===== src/rtl/ahb_handover_n.sv =====
// ahb_handover_n
//   AHB bus-handover stage for an N-master arbiter. Registers the granted
//   master (one-hot hgrant, encoded hmaster, hmastlock) at transfer
//   boundaries (hready & transfin), tracks the data-phase owner, and holds
//   ownership through locked sequences plus one hready-qualified tail cycle.
//
// Ports:
//   hclk, hresetn      : clock, asynchronous active-low reset
//   hready             : AHB ready; qualifies every state change
//   transfin           : current owner's transfer/burst finishes this cycle
//   grant[NUM_MST]     : grant from priority logic (one-hot or zero expected)
//   mastlock           : lock request of the master being granted
//   hgrant[NUM_MST]    : registered one-hot bus grant
//   hmaster[MST_W]     : registered address-phase owner
//   hmaster_data[MST_W]: data-phase owner (hmaster one hready cycle behind)
//   hmastlock          : registered lock of the current owner
//   handover           : one-cycle pulse after hmaster changed
//   grant_err          : one-cycle pulse after a multi-hot grant was sampled
module ahb_handover_n #(
    parameter int unsigned NUM_MST     = 5,
    parameter int unsigned MST_W       = 3,
    parameter int unsigned DEFAULT_MST = 0
) (
    input  logic               hclk,
    input  logic               hresetn,
    input  logic               hready,
    input  logic               transfin,
    input  logic [NUM_MST-1:0] grant,
    input  logic               mastlock,
    output logic [NUM_MST-1:0] hgrant,
    output logic [MST_W-1:0]   hmaster,
    output logic [MST_W-1:0]   hmaster_data,
    output logic               hmastlock,
    output logic               handover,
    output logic               grant_err
);

    typedef enum logic [1:0] {
        OWNED,
        LOCKED,
        LOCK_TAIL
    } state_e;

    state_e             state_q, state_d;
    logic [NUM_MST-1:0] hgrant_q, hgrant_d;
    logic [MST_W-1:0]   hmaster_q, hmaster_d;
    logic [MST_W-1:0]   hmaster_data_q, hmaster_data_d;
    logic               hmastlock_q, hmastlock_d;
    logic               handover_q, handover_d;
    logic               grant_err_q, grant_err_d;

    logic               boundary;
    logic [MST_W-1:0]   grant_idx;
    logic               grant_multi;

    assign boundary = hready & transfin;

    // Lowest set bit wins; zero grant falls back to the default master.
    always_comb begin
        grant_idx = MST_W'(DEFAULT_MST);
        for (int unsigned i = NUM_MST; i > 0; i--) begin
            if (grant[i-1]) begin
                grant_idx = MST_W'(i - 1);
            end
        end
    end

    // Clearing the lowest set bit leaves something only if several were set.
    assign grant_multi = (grant & (grant - NUM_MST'(1))) != '0;

    always_comb begin
        state_d        = state_q;
        hgrant_d       = hgrant_q;
        hmaster_d      = hmaster_q;
        hmastlock_d    = hmastlock_q;
        grant_err_d    = 1'b0;
        hmaster_data_d = hready ? hmaster_q : hmaster_data_q;

        case (state_q)
            OWNED: begin
                if (boundary) begin
                    hmaster_d   = grant_idx;
                    hgrant_d    = NUM_MST'(1) << grant_idx;
                    hmastlock_d = mastlock;
                    grant_err_d = grant_multi;
                    if (mastlock) begin
                        state_d = LOCKED;
                    end
                end
            end
            LOCKED: begin
                // Grant is ignored while locked; only the lock release matters.
                if (boundary && !mastlock) begin
                    hmastlock_d = 1'b0;
                    state_d     = LOCK_TAIL;
                end
            end
            LOCK_TAIL: begin
                // Owner is kept through the final locked data phase.
                if (hready) begin
                    state_d = OWNED;
                end
            end
            default: begin
                state_d = OWNED;
            end
        endcase

        handover_d = (hmaster_d != hmaster_q);
    end

    always_ff @(posedge hclk or negedge hresetn) begin
        if (!hresetn) begin
            state_q        <= OWNED;
            hgrant_q       <= NUM_MST'(1) << DEFAULT_MST;
            hmaster_q      <= MST_W'(DEFAULT_MST);
            hmaster_data_q <= MST_W'(DEFAULT_MST);
            hmastlock_q    <= 1'b0;
            handover_q     <= 1'b0;
            grant_err_q    <= 1'b0;
        end else begin
            state_q        <= state_d;
            hgrant_q       <= hgrant_d;
            hmaster_q      <= hmaster_d;
            hmaster_data_q <= hmaster_data_d;
            hmastlock_q    <= hmastlock_d;
            handover_q     <= handover_d;
            grant_err_q    <= grant_err_d;
        end
    end

    assign hgrant       = hgrant_q;
    assign hmaster      = hmaster_q;
    assign hmaster_data = hmaster_data_q;
    assign hmastlock    = hmastlock_q;
    assign handover     = handover_q;
    assign grant_err    = grant_err_q;

endmodule

===== config.mk =====
export PLATFORM = sky130hd
export DESIGN_NAME = ahb_handover_n
export DESIGN_NICKNAME = d
export VERILOG_FILES = /design/src/rtl/ahb_handover_n.sv
export SDC_FILE = /design/constraint.sdc
export NUM_CORES = 1
export LEC_CHECK = 0
export ABC_AREA = 1
export ABC_CLOCK_PERIOD_IN_PS = 1400
export CAP_MARGIN = 40
export CORE_ASPECT_RATIO = 1.75
export CORE_UTILIZATION = 30
export DETAILED_ROUTE_END_ITERATION = 6
export PLACE_DENSITY = 0.62
export SYNTH_ARGS = -nofsm -noshare
export SYNTH_HDL_FRONTEND = slang
export SYNTH_SLANG_ARGS = --single-unit
export TNS_END_PERCENT = 10

===== constraint.sdc =====
create_clock -name hclk -period 1.4 [get_ports hclk]
set_input_delay 0.35 -clock hclk [delete_from_list [all_inputs] [get_ports hclk]]
set_output_delay 0.35 -clock hclk [all_outputs]
set_load 0.1 [all_outputs]

* Yosys cells after proc, flatten, opt, wreduce, memory -nomap -nowiden
Cells that the tools add are included.
Word-level totals: logic and storage cells 43, input bits 10, flip-flop bits (word level) 16, output and inout bits 14
Cells by class: muxes and demuxes 17, reductions and logical operators 8, shifts and indexed selects 1, bitwise gates (word level) 2, eq/ne operators 7, add/subtract/negate cells 1
Operators by type and width (number):
- 2-to-1 mux 3 bit | 7
- 2-to-1 mux 2 bit | 4
- != test 2 bit, second input constant | 4
- case mux 2 bit (3 select lines) | 1
- AND 5 bit | 1
- nonzero test 5 bit | 1
- << shifter 1 x 3 -> 5 bit, first input constant | 1
- subtractor 5 x 1 -> 5 bit, second input constant | 1
- 2-to-1 mux 1 bit | 4
- AND reduction 4 bit | 1
- != test 3 bit | 1
- AND reduction 3 bit | 1
- equality test 2 x 1 -> 1 bit, second input constant | 1
- equality test 2 bit, second input constant | 1
- zero test 2 bit | 1
- case mux 1 bit (2 select lines) | 1
- AND reduction 2 bit | 1
- nonzero test 2 bit | 1
- AND 1 bit | 1
- logical AND 1 bit | 1
- zero test 1 bit | 1

* Longest topological paths before layout
Gate-level depths: netlist of run 1.
depth in word-level cells 8, mapped depth 8, depth with buffers taken out 8

* Least setup slack after synthesis of run 1
No wires, ideal clock.
path type register to register, start point register hmaster_q[1] (netlist: hmaster[1]), end point register handover_q (netlist: handover), library setup time 121 ps, cell stages (with the launch flop) 6, clock period less this slack 1481 ps, setup slack -81 ps, data required time 1279 ps, path buffers 0, data arrival time 1360 ps, cells stage by stage dfrtp_1 > inv_1 > nand3_1 > nand2_1 > nor2_1 > nand2_1
On the way: longest elaborated chain between the ends 3
Ends and longest elaborated chain:
- start: declaration | line 46 | logic [MST_W-1:0] hmaster_q, hmaster_d;
- start signal: assignment | line 116 | hmaster_q <= MST_W'(DEFAULT_MST);
- start signal: assignment | line 124 | hmaster_q <= hmaster_d;
- 2-to-1 mux 3 bit | line 81 | if (boundary) begin
- 2-to-1 mux 3 bit | line 79 | case (state_q)
- != test 3 bit * | line 109 | handover_d = (hmaster_d != hmaster_q);
- via handover_d | line 49 | logic handover_q, handover_d;
- end signal: assignment | line 127 | handover_q <= handover_d;
- end: declaration | line 49
The timed path passes the listed nets; every way through them passes the cells marked *. A chain may end at the register's enable or synchronous reset.

* Final worst setup path of run 1
start point register hgrant_q[0] (netlist: hgrant[0]), end point output hgrant[0]
RTL lines:
- start: declaration | line 45 | logic [NUM_MST-1:0] hgrant_q, hgrant_d;
- start signal: assignment | line 115 | hgrant_q <= NUM_MST'(1) << DEFAULT_MST;
- start signal: assignment | line 123 | hgrant_q <= hgrant_d;
- end: declaration | line 30 | output logic [NUM_MST-1:0] hgrant,
No word-level cell between the ends.

==> results of run 1 <==
==> worst max path at each step <==
stage                     from        end  cells after the start
floorplan           hmaster[2]   handover                      3
global placement        hready   handover                      7
detailed placement    grant[1]   handover                      7
CTS                   grant[1]   handover                      7
global route          grant[3]  grant_err                      6
finish               hgrant[0]  hgrant[0]                      1
==> worst reg2reg max path: cells and delay by family (launching register included) <==
kind | cells | cell delay [ns]
flip-flops | 1 | 0.36
AO/OA/AOI/OAI | 1 | 0.13
AND/OR/NAND/NOR | 4 | 0.44
buffers and inverters | 2 | 0.15
==> registers in the layout, summed over array words and instances (netlist names) <==
name,count
hmastlock,1
hgrant,5
state_q,2
hmaster,3
grant_err,1
hmaster_data,3
handover,1
==> per-stage QoR <==
stage | hold slack, ns | std cells | setup slack [ns]
after floorplan | 0.0544 | 89 | 0.0820
after global placement | 0.449 | 143 | -0.136
after detailed placement | 0.456 | 143 | -0.167
after CTS | 0.419 | 147 | 0.0348
after global routing | 0.437 | 147 | 0.0136
final | 0.418 | 147 | 0.0763
==> cell usage in the layout, fill, tap and decap left out, drive strengths merged, types with 4 or more instances in the layout <==
master,instances
nand2,24
buf,20
dfrtp,15
inv,13
o21ai,10
clkdlybuf4s50,9
nand3,9
nor2,9
a21oi,5
clkbuf,4
==> synth_stat cells <==
cell type and n:
nand2_1 20, dfrtp_1 15, inv_1 12, nand3_1 9, nor2_1 8, a21oi_1 5, o21ai_0 5, o21ai_1 5
nand2_2 3, o31ai_1 2, dfstp_2 1, inv_2 1, mux2_2 1, nand2_4 1, nor2_8 1
==> power by group <==
part           total (mW)  switching (mW)  leakage, nW  internal [mW]
clock               0.399           0.150       0.0288          0.249
combinational        1.81            1.19        0.390          0.622
sequential          0.779           0.160        0.198          0.618
==> routing by layer <==
metal | wire, µm | track usage, % | share of wire [%] | vias up
met2 | 970 | 26.0 | 56 | 17
met1 | 680 | 15.5 | 39 | 332
met5 | 0 | 0 | 0 | -
met4 | 14 | 6.47 | 0.81 | 0
met3 | 63 | 3.25 | 3.6 | 2
li1 | - | - | - | 354
==> kinds of logic after synthesis <==
group / Yosys count / synth area share, %
simple gates: 42 / 26.6
compound gates: 17 / 12.0
flops: 16 / 53.4
buf+inv: 13 / 6.49
mux: 1 / 1.50
==> cell type report <==
class                      count  area [µm²]
timing repair buffer          29         415
clock buffer                   4        55.1
multi-input combinational     60         309
inverter                      13        48.8
tap                           25        31.3
sequential                    16         404
fill                         202        1070
==> what timing repair did <==
item                                    CTS  global route
gates resized for setup                   0             2
hold endpoints to repair                  0             0
endpoints found under the setup margin    0             2
buffers inserted                          0             0
==> flow_summary.toml, run 1 <==
[pwr]
power.leakage_nw = 0.616
ir_drop_mv = 1.61
p_total_mw = 2.99
powerDensity_nw_per_um2 = 2370

[die]
core_area_um2 = 2330
die_h_um = 68.2
io_pins = 24
die_w_um = 39.8
initial_core_util_pct = 32.3
die_area_um2 = 2720
rows = 23

[global_route]
grtUsageTotal_pct = 14.6
overflow = 0
grt_max_degree = 17
grt_pass1_vias = 670
antenna_found_initial = 0
grt_pass1_wl_um = 2740

[logic_synthesis]
synth_area_leader_cell = "dfrtp_1"
seq_area_frac_synth_pct = 53.4
postSynthCellCount = 89
yosysUniqueCellTypes = 15
synth.top_cell.area_share_pct = 49.9
postSynthNetCount = 99
ys_top_cells_by_area = "dfrtp_1 50%, nand2_1 10%, nand3_1 6.0%"
ys_ff_latch = 16
yosysWarningCount = 0
synth_area_per_cell_um2 = 8.45
syn_area_um2 = 752

[worst_setup_path]
cp-start-kind = "register"
critical_path_buf_inv_count = 1
crit_slowest_cell = "dfstp_2"
r2r_setup_slack_ns = 0.21
r2r_cells = 7
cp_cell_sequence = "buf_12"
cp-end-kind = "output port"
worstPathArrival_ns = 0.97
slowest_delay_ns = 0.56
r2r-end = "handover"
cp_top_family = "flip-flops"
crit_type = "reg -> out"
crit_required_ns = 1.05
rr_startpoint = "state_q[0]"
cp_max_fo = 2

[sta]
post-route-period-util_pct = 94.5
worst_pin_slew_ns = 0.214
rsz0062_at_grt = "false"
maxSlewViolCount = 0
finalClockSkew_ns = 0.000913
min_period_ns = 1.32
slew-limit-headroom_pct = 85.7
setup_tns_ns = 0
hold_viol_final = 0
setup_viol = 0
max_freq_mhz = 755

[placement]
dp_hpwl_um = 1370
gp_congestion = 0.896
io_buffers = 23
place_area_um2 = 1200

[clock_network]
cts_max_level = 1
clk_latency_ns = 0.24
cts.sinks = 16
cts_buffers = 3
hold_buffers = 0
cts.clk_slew.worst_paths_ns = 0.06
clockBufferDepth = 2
tritoncts = "built"
root_buffer = "clkbuf_8"

[final_layout]
post-route-util_pct = 54.2
final_area_um2 = 1260
n_antenna_cell = 0
syn2layout_area_growth_pct = 68.1
drive_gt1_share_pct = 29.5
nNetsFinal = 133

[detailed_routing]
postRouteAntennaNets = 0
viasPerCell = 4.80
first_iter_violations = 21
num_vias = 705
first_pass_iters = 5
remaining_drc_errors = 0
wl_per_cell_um = 11.8
routed_wl_um = 1730

[job]
drv_cap = 0

[run_status]
status = "finished, final reports clean"

[min_path]
hold_class = "in -> async"
No activity file was read; power rests on OpenSTA's default activity.
==> inputs of run 2 (changes only) <==
==> constraint.sdc (replaced) <==
create_clock -name hclk -period 1.4 [get_ports hclk]
set_input_delay 0.14 -clock hclk [delete_from_list [all_inputs] [get_ports hclk]]
set_output_delay 0.14 -clock hclk [all_outputs]
set_load 0.1 [all_outputs]
==> flow_summary.toml, run 2 (synthesis results as in run 1) <==
[clock_network]
tritoncts = "built"
cts.sinks = 16
post-cts-setup-buffers = 0
root_buffer = "clkbuf_8"
cts.clk_slew.worst_paths_ns = 0.06
clockBufferDepth = 2
hold_buffers = 0
cts_buffers = 3
cts_max_level = 1
cts_resized = 0
clk_latency_ns = 0.24

[sta]
finalClockSkew_ns = 0.00109
rsz0062_at_grt = "false"
setup_tns_ns = 0
fin_ws_ns = 0.235
max_freq_mhz = 858
min_period_ns = 1.17
holdWs_ns = 0.213
post-route-period-util_pct = 83.2
worst_pin_slew_ns = 0.229
slew-limit-headroom_pct = 84.6
maxSlewViolCount = 0
setup_viol = 0
hold_viol_final = 0

[die]
die_w_um = 39.8
rows = 23
io_pins = 24
core_area_um2 = 2330
initial_core_util_pct = 32.3
die_area_um2 = 2720
die_h_um = 68.2

[worst_setup_path]
critical_path_buf_inv_count = 2
crit_required_ns = 1.54
cp_cell_sequence = "inv_1 -> nand2_2 -> inv_1 -> nand2_2 -> nor2_1 -> o21ai_1 -> nand2_1"
cp-end-kind = "register"
slowest_delay_ns = 0.36
crit_slowest_cell = "dfrtp_1"
worstPathArrival_ns = 1.30
crit_type = "reg -> reg"
cp_top_family = "simple AND/OR/NAND/NOR gates"
cp-start-kind = "register"
cp_max_fo = 10

[detailed_routing]
remaining_drc_errors = 0
wl_per_cell_um = 11.8
num_vias = 693
first_pass_iters = 4
routed_wl_um = 1690
postRouteAntennaNets = 0
viasPerCell = 4.85
first_iter_violations = 32

[global_route]
grt_pass1_vias = 641
antenna_found_initial = 0
grt_pass1_wl_um = 2590
overflow = 0
grt_max_degree = 17
grtUsageTotal_pct = 13.7

[min_path]
hold_class = "in -> async"

[placement]
gp_congestion = 0.888
io_buffers = 23
dp_hpwl_um = 1340
dp_slack_ns = 0.0317
place_area_um2 = 1170

[run_status]
status = "finished, final reports clean"

[final_layout]
final_common_cell = "nand2_1"
n_antenna_cell = 0
layout_common_cells = "20 x nand2_1, 14 x buf_12, 13 x dfrtp_1, 12 x inv_1"
largest_register_ffs = 5
syn2layout_area_growth_pct = 63.1
drive_gt1_share_pct = 25.4
num-fill-cells = 208
final_area_um2 = 1230
nNetsFinal = 129

[pwr]
power.leakage_nw = 0.596
ir_drop_mv = 1.08
powerDensity_nw_per_um2 = 2440
p_total_mw = 2.99

[job]
drv_cap = 0
run 2: per-layer routing:
layer  GRT usage (%)  part of all wire (%)  vias up
li1                -                     -      344
met1            14.7                    41      324
met2            24.0                    54       21
met3            2.60                   3.8        4
met4            6.90                   1.6        0
met5               0                     0        -
run 2: worst paths after layout:
| kind | start | slack, ns | depth (start not counted) | end |
|---|---|---|---|---|
| setup / recovery | state_q[0] | 0.23 | 7 | handover |
| hold / removal | hresetn | 0.21 | 2 | hgrant[1] |
| setup reg to reg | state_q[0] | 0.23 | 7 | handover |
| hold reg to reg | state_q[1] | 0.47 | 1 | state_q[0] |
| max in group asynchronous | hresetn | 0.94 | 2 | hgrant[0] |
| min in group hclk | state_q[1] | 0.47 | 1 | state_q[0] |
run 2: worst register-to-register path, cell delays in order, from the launching register on:
cell and delay, ns:
dfrtp_1 0.36, inv_1 0.07, nand2_2 0.12, inv_1 0.08, nand2_2 0.16, nor2_1 0.08
o21ai_1 0.11, nand2_1 0.06
run 2: per-stage QoR:
| stage | util [%] | std cells |
|---|---|---|
| 2_1_floorplan | - | 89 |
| 3_3_place_gp | 50.2 | 139 |
| 3_5_place_dp | 50.2 | 139 |
| 4_1_cts | 52.6 | 143 |
| 5_1_grt | 52.6 | 143 |
| 6_report | 52.6 | 143 |
run 2: power by group:
group          total, mW  switching [mW]  internal [mW]
clock              0.400           0.151          0.249
combinational       1.80            1.19          0.614
sequential         0.784           0.166          0.618
run 2: final cells by class:
class                   instances  area (µm²)  area share [%]
flip-flops and latches         16         404            33.0
repair buffers                 25         385            31.4
multi-input cells              60         302            24.6
clock buffers                   4        55.1            4.49
inverters                      13        48.8            3.98
well taps                      25        31.3            2.55
==> inputs of run 3 (changes only) <==
- ABC_CLOCK_PERIOD_IN_PS: 1400 -> 1200
- clock period: 1.4 -> 1.2 ns (I/O delays scaled with it)
==> flow_summary.toml, run 3 (synthesis results as in run 1) <==
[worst_setup_path]
cp-end-kind = "register"
crit_required_ns = 1.34
worstPathArrival_ns = 1.24
crit_type = "reg -> reg"
cp_max_fo = 5
cp-start-kind = "register"

[final_layout]
layout_common_cells = "20 x nand2_1, 14 x buf_12, 12 x dfrtp_1, 11 x inv_1"
syn2layout_area_growth_pct = 67.9
final_common_cell = "nand2_1"
n_antenna_cell = 0
nNetsFinal = 133
num-fill-cells = 201
drive_gt1_share_pct = 29.5
post-route-util_pct = 54.2
largest_register_ffs = 5
final_area_um2 = 1260

[clock_network]
cts_max_level = 1
cts.sinks = 16
clockBufferDepth = 2
clk_latency_ns = 0.25
tritoncts = "built"
cts_buffers = 3
hold_buffers = 0
post-cts-setup-buffers = 0
cts.clk_slew.worst_paths_ns = 0.06
root_buffer = "clkbuf_8"

[placement]
io_buffers = 23
place_area_um2 = 1190
dp_hpwl_um = 1340
dp_slack_ns = -0.142
gp_congestion = 0.901

[sta]
fin_ws_ns = 0.0972
hold_viol_final = 0
maxSlewViolCount = 0
post-route-period-util_pct = 91.9
holdWs_ns = 0.0769
min_period_ns = 1.10
max_freq_mhz = 907
worst_pin_slew_ns = 0.261
setup_viol = 0
slew-limit-headroom_pct = 82.5
finalClockSkew_ns = 0.00210
rsz0062_at_grt = "false"

[global_route]
grt_util_met2_pct = 24.4
grt_pass1_wl_um = 2770
antenna_found_initial = 0
grt.busiest_layer = "met2"
grtUsageTotal_pct = 15.2
overflow = 0
grt_max_degree = 13
grt_util_met3_pct = 1.95
grtUsageMet1_pct = 17.7
grt_pass1_vias = 656

[detailed_routing]
remaining_drc_errors = 0
viasPerCell = 4.97
routed_wl_um = 1800
first_iter_violations = 32
first_pass_iters = 4
num_vias = 731
wl_per_cell_um = 12.2
postRouteAntennaNets = 0

[pwr]
powerDensity_nw_per_um2 = 2770
power.leakage_nw = 0.610
ir_drop_mv = 1.50

[die]
io_pins = 24
rows = 23
die_h_um = 68.2
initial_core_util_pct = 32.3
die_w_um = 39.8
die_area_um2 = 2720
core_area_um2 = 2330

[job]
drv_cap = 0

[run_status]
status = "finished, final reports clean"

[min_path]
hold_class = "in -> async"
run 3: worst max-delay path: stages, from the launching register on:
cell and delay [ns]:
dfrtp_1 0.37, inv_1 0.13, nand2_4 0.10, inv_2 0.11, nand2_2 0.12, nand3_1 0.10
nand2_1 0.05
run 3: layout make-up:
type,count,area [µm²],area share (%)
clock buffers,4,45.0,3.57
inverters,13,48.8,3.87
repair buffers,27,400,31.7
well taps,25,31.3,2.48
multi-input cells,62,332,26.3
flip-flops and latches,16,405,32.1
run 3: final timing paths:
path | startpoint | end | slack [ns] | depth (start not counted)
max in group asynchronous | hresetn | hmaster[0] | 0.70 | 2
min | hresetn | hgrant[1] | 0.08 | 1
max reg2reg | state_q[1] | hmastlock | 0.1 | 6
min in group hclk | state_q[1] | state_q[0] | 0.48 | 1
min reg2reg | state_q[1] | state_q[0] | 0.48 | 1
max | state_q[1] | hmastlock | 0.1 | 6
run 3: timing repair:
item	in CTS	in global routing
endpoints found under the setup margin	0	4
hold endpoints to repair	0	0
gates resized for setup	0	4
run 3: report_power, final:
| group | switching (mW) | leakage [nW] | internal, mW |
|---|---|---|---|
| combinational | 1.43 | 0.391 | 0.738 |
| clock | 0.174 | 0.0228 | 0.235 |
| sequential | 0.191 | 0.197 | 0.725 |
run 3: metal layers:
| metal | wire length [µm] | vias up |
|---|---|---|
| met4 | 47 | 0 |
| met3 | 77 | 5 |
| met1 | 693 | 345 |
| met5 | 0 | - |
| li1 | - | 354 |
| met2 | 978 | 27 |
run 3: metrics by stage:
| step | power (mW) | cells | setup TNS (ns) |
|---|---|---|---|
| finish | 3.49 | 147 | 0 |
| global route | 3.62 | 147 | 0 |
| CTS | 3.46 | 145 | 0 |
| detailed placement | 3.04 | 141 | -0.875 |
| global placement | 3.02 | 141 | -0.605 |
| floorplan | 2.19 | 89 | -0.0559 |
